==> src/rtl/gray_conv_pipe.sv <==
// Streaming, pipelined Gray<->binary converter with per-beat direction select.
// Gray->binary is resolved MSB-first, one chunk of result bits per register stage.
module gray_conv_pipe #(
    parameter int WIDTH  = 8,
    parameter int STAGES = 2
) (
    input  logic             clk,
    input  logic             reset,
    input  logic             clear,
    input  logic [WIDTH-1:0] data_i,
    input  logic             mode_i,
    input  logic             src_rdy_i,
    output logic             dst_rdy_o,
    output logic [WIDTH-1:0] data_o,
    output logic             mode_o,
    output logic             src_rdy_o,
    input  logic             dst_rdy_i,
    output logic [4:0]       occupancy
);

    localparam int CHUNK = (WIDTH + STAGES - 1) / STAGES;

    logic [WIDTH-1:0] data_reg  [STAGES];
    logic             mode_reg  [STAGES];
    logic [STAGES-1:0] valid_reg;
    logic [STAGES:0]  ready;
    logic [WIDTH-1:0] conv_data [STAGES];
    logic             in_mode   [STAGES];
    logic             in_valid  [STAGES];
    logic [4:0]       occ_reg;
    logic             in_xfer;
    logic             out_xfer;

    // Bits above the chunk are already binary, bits below are still raw Gray,
    // so the carry into the chunk's MSB is simply the binary bit just above it.
    function automatic logic [WIDTH-1:0] resolve_chunk(input logic [WIDTH-1:0] w, input int s);
        logic [WIDTH-1:0] res;
        logic             c;
        int               hi;
        int               lo;
        res = w;
        c   = 1'b0;
        hi  = WIDTH - 1 - s * CHUNK;
        lo  = hi - CHUNK + 1;
        for (int i = WIDTH - 1; i >= 0; i--) begin
            if (i <= hi && i >= lo) begin
                res[i] = w[i] ^ c;
            end
            c = res[i];
        end
        return res;
    endfunction

    always_comb begin
        ready[STAGES] = dst_rdy_i;
        for (int k = STAGES - 1; k >= 0; k--) begin
            ready[k] = ~valid_reg[k] | ready[k+1];
        end
    end

    generate
        for (genvar gi = 0; gi < STAGES; gi++) begin : gen_stage
            if (gi == 0) begin : gen_first
                // Binary->Gray is complete after the first stage.
                assign in_mode[gi]   = mode_i;
                assign in_valid[gi]  = src_rdy_i;
                assign conv_data[gi] = mode_i ? (data_i ^ (data_i >> 1))
                                              : resolve_chunk(data_i, 0);
            end else begin : gen_rest
                assign in_mode[gi]   = mode_reg[gi-1];
                assign in_valid[gi]  = valid_reg[gi-1];
                assign conv_data[gi] = mode_reg[gi-1] ? data_reg[gi-1]
                                                      : resolve_chunk(data_reg[gi-1], gi);
            end
        end
    endgenerate

    always_ff @(posedge clk) begin
        for (int k = 0; k < STAGES; k++) begin
            if (reset || clear) begin
                valid_reg[k] <= 1'b0;
                mode_reg[k]  <= 1'b0;
                data_reg[k]  <= '0;
            end else if (ready[k]) begin
                valid_reg[k] <= in_valid[k];
                mode_reg[k]  <= in_mode[k];
                data_reg[k]  <= conv_data[k];
            end
        end
    end

    assign in_xfer  = src_rdy_i & ready[0];
    assign out_xfer = valid_reg[STAGES-1] & dst_rdy_i;

    always_ff @(posedge clk) begin
        if (reset || clear) begin
            occ_reg <= 5'd0;
        end else if (in_xfer && !out_xfer) begin
            occ_reg <= occ_reg + 5'd1;
        end else if (out_xfer && !in_xfer) begin
            occ_reg <= occ_reg - 5'd1;
        end
    end

    assign dst_rdy_o = ready[0];
    assign data_o    = data_reg[STAGES-1];
    assign mode_o    = mode_reg[STAGES-1];
    assign src_rdy_o = valid_reg[STAGES-1];
    assign occupancy = occ_reg;

endmodule

==> config.mk <==
export PLATFORM = sky130hd
export DESIGN_NAME = gray_conv_pipe
export DESIGN_NICKNAME = d
export VERILOG_FILES = /design/src/rtl/gray_conv_pipe.sv
export SDC_FILE = /design/constraint.sdc
export NUM_CORES = 1
export LEC_CHECK = 0
export ABC_AREA = 1
export BUFFER_PORTS_ARGS = -buffer_cell sky130_fd_sc_hd__buf_2
export CAP_MARGIN = 20
export CORE_MARGIN = 5
export CORE_UTILIZATION = 48
export DETAILED_ROUTE_END_ITERATION = 6
export PLACE_DENSITY_LB_ADDON = 0.05
export SETUP_SLACK_MARGIN = 0.05
export SYNTH_ARGS = -nofsm -noshare
export SYNTH_HDL_FRONTEND = slang
export SYNTH_SLANG_ARGS = --single-unit
==> constraint.sdc <==
create_clock -name clk -period 2 [get_ports clk]
set_input_delay 0.2 -clock clk [delete_from_list [all_inputs] [get_ports clk]]
set_output_delay 0.2 -clock clk [all_outputs]
set_load 0.01 [all_outputs]
==> results.md <==
- Ys Warns: 0
- Hold Vio Cnt, Final: 0
- Max Freq: 0.533 GHz
- Synth Area in XOR/XNOR: 5.21%
- EDFF count, synth: 18
- Clock Skews: 0.0142 ns
- Vias: 1068
- Worst min path class: input port to flop
- TritonCTS buffer count: 3
- Final-layout fill cell count: 246
- Most frequent cell after synthesis: nand2_1
- Tot GR Track Use: 13.6%
- Initial antenna violation count: 0
- Worst hold slack: 0.126 ns
- Clock-pin slew on the worst setup and hold paths: 0.14 ns
- Syn nets: 168
- N_diodes: 0
- H-tree Lvls: 1
- CP arrival: 2.16 ns
- Pre-antenna DRT Iters: 4
- Avg Cell Area, Syn: 9.02 sq um
- Die width: 62.9 um
- CTS sink count: 25
- Period utilization: 93.9%
- Rel. slew slack: 73.1%
- Main combinational cell family by area after synthesis: simple AND/OR/NAND/NOR gates
- Leak: 0.806 nW
- Peak VDD IR: 0.000393 V
- Hold Crit Depth: 3
- Site Rows: 19
- Share of total power in the clock network: 23.0%
- Vias in the first global route: 1068
- # IOs: 30
- Die ar.: 3960 sq um
- GRT overflow: 0
- Final setup fails: 0
- P&R area growth vs syn: 23.8%
- Worst-case clock buffer depth: 2
- Critical Path Sink Type: flop
- Gp weighted congestion: 0.762
- Root Driver: clkbuf_4
- Synth cell types: 23
- Seq/Total Area, Yosys: 50.7%
- Max Cap Viol: 0
- Comb power frac: 17.9%
- Switching pwr: 0.000271 W
- Post-synth top cells: nand2_1, inv_1, edfxtp_1, nor2_1, a21oi_1
- Max FFs per register: 16
- Switching part of the total: 27.2%
- Layout Cells excl Fill: 219
- Most used DFF post-synth: edfxtp_1
- WL final: 2550 um
- Die Y: 62.9 um
- RSZ-0062 raised after global routing: yes
- Synth Area in Simple Gates: 23.6%
- # nets final: 208
- Status: finished clean
- WS Path Type: flop to flop
- Area contributors post-synth: edfxtp_1, dfxtp_1, nand2_1
- DRC Markers: 0
- TritonCTS clock tree: done
- Mux contribution to synthesized area: 0%
- Crit path required time: 2.28 ns
- IO Port Bufs: 29
- Worst reg-to-reg path cell count: 16
- Worst slew pin tran: 0.403 ns
- Detailed placement HPWL: 2030 um
- # placed instances: 211
- Final Max Tran Viols: 0
- Synth Area in Compound Gates: 7.26%
- Starting Density: 49.6%
- Largest net degree at the start of global routing: 15
- Vias per cell: 4.88
- Post-synth ARST share: 0%
- Post-Syn Instances: 149
- Fin crit period: 1.88 ns
- Startpoint Class: flop
- Largest area contributor in the netlist: edfxtp_1
- Routed Antenna Nets: 0
- Detailed Route Iter0 Violations: 39
- PwrDens: 599 nW/um^2
- Placeable Area: 2710 sq um
- Skew-Pair Late Insertion Delay: 0.33 ns
- First-pass GRT wire length: 4360 um
- WL per Instance: 11.7 um
- CP max FO: 4
- Cell internal pwr: 0.000726 W
- Yosys reg bits: 25
- Reg power frac: 59.1%
- Area share of fa/ha/maj cells after synthesis: 5.21%
- Top-area cell type share of the netlist area: 40.2%
- Cell Area, Synth: 1340 sq um
- Layout cells sized above 1: 36.7%
[worst max-delay path: stages, from the launching register on]
cell      delay, ns
dfxtp_2        0.36
inv_2          0.04
nor2_4         0.09
inv_2          0.05
nor2_4         0.11
inv_2          0.05
nand2_2        0.06
inv_2          0.04
ha_4           0.17
inv_6          0.08
fa_2           0.22
nand2_2        0.05
a21oi_2        0.14
o21bai_1       0.08
nand2_1        0.07
nand2_1        0.07
a21oi_2        0.13
[placed cells by master, fill, tap and decap left out, types with 4 or more instances in the layout]
master	Yosys	layout
a21oi_1	9	7
xor2_1	6	6
buf_2	0	29
nand2_1	32	30
nor2_4	3	4
edfxtp_1	18	18
nand3_1	5	5
buf_4	0	6
inv_1	23	19
nor2_1	18	18
inv_2	4	7
dfxtp_1	7	6
[final timing paths]
check | end | startpoint | slack (ns)
hold / removal | valid_reg[0] | src_rdy_i | 0.13
setup / recovery | occupancy[4] | valid_reg[1] | 0.12
hold reg to reg | occupancy[4] | occupancy[4] | 0.53
setup reg to reg | occupancy[4] | valid_reg[1] | 0.12
[layout make-up]
| type | instances | area, sq um | share of cell area [%] |
|---|---|---|---|
| inverter | 28 | 113 | 6.77 |
| multi-input combinational | 96 | 613 | 36.8 |
| clock buffer | 3 | 22.5 | 1.35 |
| tap | 31 | 38.8 | 2.33 |
| timing repair buffer | 35 | 190 | 11.4 |
| clock inverter | 1 | 5.00 | 0.301 |
| sequential | 25 | 682 | 41.0 |
[metrics by stage]
| step | cell area [sq um] | setup slack, ns | utilization, % | TNS [ns] | total power [W] |
|---|---|---|---|---|---|
| finish | 1660 | 0.122 | 61.4 | 0 | 0.000997 |
| global route | 1660 | -0.0159 | 61.4 | -0.0159 | 0.00105 |
| CTS | 1640 | 0.0820 | 60.4 | 0 | 0.000997 |
| detailed placement | 1560 | -0.0942 | 57.4 | -0.0942 | 0.000763 |
| global placement | 1560 | 0.0923 | 57.4 | 0 | 0.000756 |
| floorplan | 1360 | 0.0465 | - | 0 | 0.000709 |
[repair_timing]
action,in CTS,in global routing
setup endpoints to repair,2,2
resized for setup,11,4
pin swaps,6,6
buffers inserted,3,1
hold buffers,0,0
[kinds of logic (layout without fill, tap and decap cells)]
family,count (synthesis),count (layout)
DFF,25,25
buffers and inverters,28,67
xor gates and xnor gates,8,8
and+or+nand+nor,66,66
AOI/OAI and AO/OA,17,17
adders and majority gates,5,5
[routing by layer]
metal	track usage [%]	part of all wire (%)	vias up
met5	0	0	-
met4	5.57	1.8	0
met3	3.06	6.9	5
met2	24.0	50	36
met1	15.7	42	476
li1	-	-	551
[power groups by stage]
stage               clock network [W]  registers, W  logic [W]
global placement                    0      0.000600   0.000157
floorplan                           0      0.000606   0.000103
CTS                          0.000233      0.000589   0.000175
global route                 0.000257      0.000592   0.000202
finish                       0.000229      0.000589   0.000178
detailed placement                  0      0.000601   0.000162
(Power assumes the default switching activity.)
